--- src/rtl/flag_sequencer.sv ---
// Flag index controller for the VGA pride display. It synchronizes and debounces the
// four buttons, latches one command and applies it or an auto-advance step on frame_tick.
module flag_sequencer #(
    parameter int IDX_W       = 7,
    parameter int SYNC_STAGES = 2,
    parameter int DEB_FRAMES  = 2,
    parameter int DWELL_W     = 8
) (
    input  logic               clk,
    input  logic               reset,
    input  logic               frame_tick,
    input  logic               btn_clear,
    input  logic               btn_next,
    input  logic               btn_prev,
    input  logic               btn_load,
    input  logic [IDX_W-1:0]   load_value,
    input  logic [IDX_W-1:0]   max_index,
    input  logic               auto_en,
    input  logic [DWELL_W-1:0] dwell,
    output logic [IDX_W-1:0]   flag_index,
    output logic               index_changed,
    output logic               pending
);

    localparam int DEB_W = $clog2(DEB_FRAMES + 1);

    // Numeric order of the encoding is the priority order, so a plain >= compares priority.
    typedef enum logic [1:0] {
        CMD_PREV  = 2'd0,
        CMD_NEXT  = 2'd1,
        CMD_LOAD  = 2'd2,
        CMD_CLEAR = 2'd3
    } cmd_t;

    typedef enum logic {
        IDLE  = 1'b0,
        ARMED = 1'b1
    } state_t;

    logic [3:0]                  raw;
    logic [3:0][SYNC_STAGES-1:0] sync_q;
    logic [3:0]                  level;
    logic [3:0][DEB_W-1:0]       deb_q;
    logic [3:0]                  press;
    logic                        any_press;
    cmd_t                        new_cmd;
    cmd_t                        cmd_q;
    state_t                      state_q;
    state_t                      state_d;
    logic [DWELL_W-1:0]          dwell_q;
    logic [DWELL_W-1:0]          dwell_d;
    logic [DWELL_W-1:0]          dwell_last;
    logic                        apply;
    cmd_t                        apply_cmd;
    logic [IDX_W-1:0]            idx_next;

    // Bit position matches the cmd_t encoding.
    assign raw = {btn_clear, btn_load, btn_next, btn_prev};

    always_comb begin
        for (int b = 0; b < 4; b++) begin
            level[b] = sync_q[b][SYNC_STAGES-1];
            press[b] = level[b] && frame_tick && (deb_q[b] == DEB_W'(DEB_FRAMES - 1));
        end
    end

    always_ff @(posedge clk) begin
        if (reset) begin
            sync_q <= '0;
            deb_q  <= '0;
        end else begin
            for (int b = 0; b < 4; b++) begin
                // NOTE: state registers use non-blocking assignments so every flop samples pre-edge values.
                sync_q[b] <= {sync_q[b][SYNC_STAGES-2:0], raw[b]};
                if (!level[b]) begin
                    deb_q[b] <= '0;
                end else if (frame_tick && deb_q[b] != DEB_W'(DEB_FRAMES)) begin
                    deb_q[b] <= deb_q[b] + DEB_W'(1);
                end
            end
        end
    end

    always_comb begin
        any_press = |press;
        if (press[3])      new_cmd = CMD_CLEAR;
        else if (press[2]) new_cmd = CMD_LOAD;
        else if (press[1]) new_cmd = CMD_NEXT;
        else               new_cmd = CMD_PREV;
    end

    always_comb begin
        state_d = state_q;
        case (state_q)
            IDLE:    if (any_press) state_d = ARMED;
            ARMED:   if (frame_tick && !any_press) state_d = IDLE;
            default: state_d = IDLE;
        endcase
    end

    assign pending    = (state_q == ARMED);
    assign dwell_last = (dwell == '0) ? '0 : dwell - DWELL_W'(1);

    always_comb begin
        // NOTE: every combinational output gets a default first so no path infers a latch.
        apply     = 1'b0;
        apply_cmd = cmd_q;
        dwell_d   = auto_en ? dwell_q : '0;
        if (frame_tick) begin
            if (pending) begin
                apply   = 1'b1;
                dwell_d = '0;
            end else if (auto_en && dwell_q == dwell_last) begin
                apply     = 1'b1;
                apply_cmd = CMD_NEXT;
                dwell_d   = '0;
            end else if (auto_en) begin
                dwell_d = dwell_q + DWELL_W'(1);
            end
        end
    end

    // An index above max_index (after max_index shrank) is pulled back into range here.
    always_comb begin
        idx_next = '0;
        case (apply_cmd)
            CMD_NEXT:  idx_next = (flag_index < max_index) ? flag_index + IDX_W'(1) : '0;
            CMD_PREV:  idx_next = (flag_index == '0 || flag_index > max_index)
                                  ? max_index : flag_index - IDX_W'(1);
            CMD_LOAD:  idx_next = (load_value > max_index) ? max_index : load_value;
            CMD_CLEAR: idx_next = '0;
            default:   idx_next = '0;
        endcase
    end

    always_ff @(posedge clk) begin
        if (reset) begin
            state_q       <= IDLE;
            cmd_q         <= CMD_PREV;
            dwell_q       <= '0;
            flag_index    <= '0;
            index_changed <= 1'b0;
        end else begin
            state_q       <= state_d;
            dwell_q       <= dwell_d;
            index_changed <= apply;
            if (apply) flag_index <= idx_next;
            // The old command is consumed on frame_tick, so a simultaneous press always takes the slot.
            if (any_press && (!pending || frame_tick || new_cmd >= cmd_q)) cmd_q <= new_cmd;
        end
    end

endmodule
--- config.mk ---
export PLATFORM = sky130hd
export DESIGN_NAME = flag_sequencer
export DESIGN_NICKNAME = d
export VERILOG_FILES = /design/src/rtl/flag_sequencer.sv
export SDC_FILE = /design/constraint.sdc
export NUM_CORES = 1
export LEC_CHECK = 0
export ABC_AREA = 0
export ABC_CLOCK_PERIOD_IN_PS = 5500
export BUFFER_PORTS_ARGS = -buffer_cell sky130_fd_sc_hd__buf_2
export CAP_MARGIN = 5
export CORE_MARGIN = 2
export CORE_UTILIZATION = 40
export DETAILED_ROUTE_END_ITERATION = 8
export SKIP_CTS_REPAIR_TIMING = 1
export SLEW_MARGIN = 10
export SYNTH_ARGS = -nofsm -noshare
export SYNTH_HDL_FRONTEND = slang
export SYNTH_SLANG_ARGS = --single-unit
--- constraint.sdc ---
create_clock -name clk -period 5.5 [get_ports clk]
set_clock_uncertainty 0.1 [all_clocks]
set_input_delay 0.825 -clock clk [delete_from_list [all_inputs] [get_ports clk]]
set_output_delay 0.825 -clock clk [all_outputs]
set_load 0.01 [all_outputs]
==> impl_metrics.tcl, run 1 <==
set metrics [dict create \
    status "finished clean" \
    antenna_violations_before_repair 0 \
    maxCapViolCount 0 \
    final_antenna_net_count 0 \
    worst_ep_arrival_time_ps 3490 \
    portBuffers 38 \
    commonest_non_fill_non_tap_cell_in_the_layout "buf_2" \
    ys.flop_type "dfxtp_1" \
    yosys.cell_types.count 56 \
    multi_input_comb_area_um2 1880 \
    final_layout_size_suffix_gt1_share_pct 16.2 \
    routedWlPerCell_um 13.8 \
    cts-root-buf "clkbuf_8" \
    place_hpwl_um 4840 \
    synth_enable_flop_cells 0 \
    routed_wirelength_um 6250 \
    final-seq-area_um2 701 \
    post_synth_arst_share_pct 0 \
    holdCritPathClass "reg -> reg" \
    synth.top_cell.area_share_pct 25.6 \
    first_pass_grt_wire_length_um 10800 \
    drt-vias-per-instance 5.47 \
    core_area_um2 6720 \
    finalSetupViolations 0 \
    ir_drop_mv 0.113 \
    insertion_delay_ps 290 \
    num_io_pins 39 \
    critPathKind "in -> reg" \
    power_density_nw_per_um2 182 \
    final_design_area_no_fill_um2 3060 \
    synthesis.yosys.warnings 0 \
    timing.max_slew.rel_slack_pct 44.5 \
    grt_setup_unrepaired "false" \
    detailedRoute.firstPassIterationCount 4 \
    layout.cells.most_common_list "buf_2 (38), dfxtp_1 (35), nor2_1 (34)" \
    dieWidth_um 86.7 \
    synth_seq_area_share_pct 25.6 \
    maxClockFrequency_mhz 295 \
    num-nets-final 427 \
    worstPathMaxFanout 12 \
    fin_setup_tns_ps 0 \
    place.gp.congestion 0.908 \
    floorplan.die_area_um2 7520 \
    cts-htree-levels 2 \
    clock_sink_count 35 \
    synthToLayoutAreaGrowth_pct 11.9 \
    syn-num-nets 395 \
    timing.final.crit_period_ps 3390 \
    fp_rows 30 \
    syn-mean-instance-area_um2 8.10 \
    post-synth-top-area-cell "dfxtp_1" \
    grt_max_degree 29 \
    via_count 2469 \
    fillCellCount 682 \
    n_antenna_cell 0 \
    leading_cell_types_by_total_area_after_synthesis "dfxtp_1 (26%), ha_1 (12%), mux2i_1 (5.5%)" \
    drt_drc_violations_left 0 \
    startpoint_type "primary input" \
    clk_path_buf_depth 2 \
    dieHeight_um 86.7 \
    initial_utilization_pct 40.7 \
    tritoncts "built" \
    syn_inst 338 \
    clk_transition_reported_paths_ps 60 \
    static-leakage-power_uw 0.00124 \
    syn_area_um2 2740 \
    finalMaxSlewViolations 0 \
    end_kind "flop" \
    drt_initial_violations 78 \
    via_count_of_the_first_global_routing_pass 2391 \
    tritoncts.num_buffers 5 \
    placed_cell_area_um2 2960 \
    globalRouteOverflowTotal 0 \
    grt_util_all_layers_pct 17.8 \
    worst-slew-pin-transition_ps 827 \
    yosys_register_bits 35 \
    timing.final.crit_share_pct 61.7 \
    required_ps 5600 \
    timing_hold_violations_final 0 \
]
cell type report:
type	count	share of cell area, %
inverters	24	2.94
well taps	80	3.27
repair buffers	38	6.21
flip-flops and latches	35	22.9
clock buffers	8	3.27
multi-input cells	266	61.4
state kept, by name, indices dropped and copies added (netlist names):
register	count
sync_q	4
index_changed	1
level	4
dwell_q	8
cmd_q	2
flag_index	7
deb_q	8
pending	1
routing by layer:
| layer | routed length, µm | track usage [%] |
|---|---|---|
| met2 | 2900 | 30.3 |
| met1 | 3060 | 23.1 |
| met4 | 67 | 5.54 |
| met5 | 0 | 0 |
| met3 | 217 | 2.95 |
per-stage QoR:
stage	power [µW]	setup slack, ps	hold WS (ps)	std cells	utilization [%]
3_3_place_gp	356	1930	317	443	44.1
5_1_grt	586	1900	357	451	45.6
2_1_floorplan	329	2250	314	338	-
4_1_cts	563	2140	344	451	45.6
3_5_place_dp	357	1810	328	443	44.1
6_report	556	2110	338	451	45.6
synth_stat cells (all sizes together), types with 2 or more instances:
cell type and count:
a211o 3, a211oi 6, a21o 2, a21oi 17
a22o 2, a311oi 7, a31oi 2, buf 5
clkbuf 8, dfxtp 35, ha 27, inv 24
mux2i 15, nand2 28, nand2b 10, nand3 21
nand4 3, nor2 34, nor2b 11, nor3 9
nor3b 4, nor4 5, o211ai 3, o21a 2
o21ai 10, o221ai 2, o22ai 7, o31a 2
or4 2, xnor2 9, xor2 10
path summary, 6_finish.rpt:
| path | from | to | slack [ps] | depth (start not counted) |
|---|---|---|---|---|
| max reg2reg | flag_index[0] | flag_index[1] | 2450 | 9 |
| max | dwell[0] | flag_index[6] | 2110 | 11 |
| min | sync_q[6] | level[3] | 340 | 1 |
| min reg2reg | sync_q[6] | level[3] | 340 | 1 |
power breakdown:
group          switching, µW  internal, µW
clock network           90.1           114
registers               3.77           258
logic                   51.2          39.1
kinds of logic after synthesis:
family,Yosys count,share of synthesized area [%]
compound gates,72,20.6
buf+inv,37,5.67
xor+xnor,19,6.08
flops,35,25.6
simple gates,133,24.2
mux,15,5.49
fa+ha+maj,27,12.3
worst max-delay path: stages:
cell and delay [ps]:
buf_2 120, inv_1 90, ha_1 210, or3b_4 430, nor3b_2 390, o31a_1 170
nand4_1 130, a311o_2 440, o22ai_4 350, nor2_1 90, a311oi_2 240
Power figures use the tool's default switching activity.
==> run 2, diff against run 1 <==
--- a/config.mk
+++ b/config.mk
@@ -6,7 +6,7 @@
 export NUM_CORES = 1
 export LEC_CHECK = 0
 export ABC_AREA = 0
-export ABC_CLOCK_PERIOD_IN_PS = 5500
+export ABC_CLOCK_PERIOD_IN_PS = 3400
 export BUFFER_PORTS_ARGS = -buffer_cell sky130_fd_sc_hd__buf_2
 export CAP_MARGIN = 5
 export CORE_MARGIN = 2
==> constraint.sdc (replaced) <==
create_clock -name clk -period 3.4 [get_ports clk]
set_clock_uncertainty 0.1 [all_clocks]
set_input_delay 0.51 -clock clk [delete_from_list [all_inputs] [get_ports clk]]
set_output_delay 0.51 -clock clk [all_outputs]
set_load 0.01 [all_outputs]
==> run 2 against run 1 <==
Net effect: design area is 2.3% higher; critical path depth stayed put; critical endpoint is now flag_index[5]; largest cell class unchanged; first-iteration DRC count is 9.0% higher; sequential power is 61% higher; sequential cell count stayed put; worst setup slack worse by 1700 ps; non-clock buffer count is 5 higher.
==> impl_metrics.tcl, run 2 (same netlist as run 1, synthesis figures left out) <==
set metrics [dict create \
    required_ps 3500 \
    via_count_of_the_first_global_routing_pass 2316 \
    n_antenna_cell 0 \
    worstPathCellList "buf_2 -> inv_1 -> ha_1 -> or3b_4 -> nor3b_2 -> o31a_1 -> nand4_1 -> a311o_2 -> o22ai_4 -> nor2_1 -> a311oi_2" \
    routed_wirelength_um 6290 \
    cellInternalPower_uw 775 \
    via_count 2464 \
    clk_path_buf_depth 2 \
    timing.rr.start "flag_index[4]" \
    clk_transition_reported_paths_ps 70 \
    place_hpwl_um 4830 \
    synthToLayoutAreaGrowth_pct 14.4 \
    worstHoldEndpoint "sync_q[0]" \
    grt_util_all_layers_pct 17.5 \
    critical_path.max_stage_delay_ps 440 \
    maxCapViolCount 0 \
    power.combinational.fraction_pct 14.5 \
    timing.max_slew.rel_slack_pct 40.2 \
    dieHeight_um 86.7 \
    layout_top_registers "deb_q x8, dwell_q x8, flag_index x7" \
    holdCritPathClass "in -> reg" \
    power.share.clock_pct 43.8 \
    antenna_violations_before_repair 0 \
    cts-htree-levels 2 \
    netSwitchingFraction_pct 23.7 \
    tritoncts.num_buffers 5 \
    tritoncts "built" \
    worst-slew-pin-transition_ps 875 \
    fin_ws_ps 377 \
    critical-path-top-delay-family "compound AO/OA/AOI/OAI gates" \
    num_io_pins 39 \
    static-leakage-power_uw 0.00128 \
    setup.reg_to_reg.worst_slack_ps 650 \
    final_layout_size_suffix_gt1_share_pct 17.3 \
    commonest_non_fill_non_tap_cell_in_the_layout "buf_2" \
    holdCritStartpoint "btn_prev" \
    grt_setup_unrepaired "false" \
    layout.cells.most_common_list "buf_2 (38), dfxtp_1 (35), nor2_1 (34)" \
    startpoint_type "primary input" \
    globalRouteOverflowTotal 0 \
    power.net_switching_uw 241 \
    drt_drc_violations_left 0 \
    dieWidth_um 86.7 \
    path_buf_inv 2 \
    worstPathMaxFanout 12 \
    routedWlPerCell_um 13.8 \
    hold_depth 2 \
    initial_utilization_pct 40.7 \
    timing.final.crit_period_ps 3020 \
    floorplan.die_area_um2 7520 \
    finalSetupViolations 0 \
    total_power_uw 1020 \
    final_antenna_net_count 0 \
    drt_initial_violations 85 \
    fin_setup_tns_ps 0 \
    fin_util_pct 46.6 \
    insertion_delay_ps 280 \
    finalMaxSlewViolations 0 \
    r2r_cells 8 \
    power_density_nw_per_um2 324 \
    timing.final.crit_share_pct 88.9 \
    fp_rows 30 \
    worst_ep_arrival_time_ps 3130 \
    portBuffers 38 \
    cts-root-buf "clkbuf_8" \
    ir_drop_mv 0.186 \
    grt_max_degree 29 \
    maxClockFrequency_mhz 331 \
    core_area_um2 6720 \
    detailedPlace.worstSlack_ps 82.3 \
    status "finished clean" \
    clock_sink_count 35 \
    num-nets-final 432 \
    detailedRoute.firstPassIterationCount 6 \
    end_kind "flop" \
    first_pass_grt_wire_length_um 10600 \
    place.gp.congestion 0.873 \
    critPathKind "in -> reg" \
    timing_hold_violations_final 0 \
    seq_power_share_pct 41.7 \
    worstReg2RegEnd "flag_index[1]" \
    drt-vias-per-instance 5.40 \
    crit_path_top_delay_cell "a311o_2" \
]
-- run 2: power groups by stage --
| stage | combinational [µW] | sequential (µW) | clock (µW) |
|---|---|---|---|
| 3_3_place_gp | 145 | 433 | 0 |
| 6_report | 147 | 423 | 445 |
| 5_1_grt | 165 | 424 | 475 |
| 3_5_place_dp | 147 | 433 | 0 |
| 2_1_floorplan | 101 | 431 | 0 |
| 4_1_cts | 148 | 423 | 458 |
-- run 2: worst max path at each step --
| stage | startpoint | end | slack (ps) | cells past startpoint |
|---|---|---|---|---|
| final | dwell[0] | flag_index[5] | 380 | 11 |
| after global routing | dwell[0] | flag_index[5] | 160 | 11 |
| after CTS | dwell[0] | flag_index[5] | 390 | 11 |
| after detailed placement | dwell[0] | flag_index[1] | 80 | 11 |
| after global placement | dwell[0] | flag_index[2] | 180 | 11 |
| after floorplan | dwell[0] | flag_index[2] | 470 | 10 |
-- run 2: layout make-up --
cell class	instances	area [µm²]
fillers	684	3590
flip-flops and latches	35	701
well taps	80	100
repair buffers	43	228
multi-input cells	266	1880
inverters	24	90.1
clock inverters	2	60.1
clock buffers	6	72.6
-- run 2: stage by stage --
step / hold WS, ps / area, µm² / instances
CTS: 323 / 3130 / 456
floorplan: 314 / 2740 / 338
finish: 330 / 3130 / 456
global route: 341 / 3130 / 456
global placement: 317 / 3000 / 448
detailed placement: 328 / 3000 / 448
-- run 2: metal layers --
metal / vias up / GRT usage, % / share of wire, %
li1: 1281 / - / -
met1: 1132 / 24.1 / 50
met2: 46 / 28.8 / 45
met3: 5 / 3.14 / 3.7
met4: 0 / 3.69 / 0.60
met5: - / 0 / 0
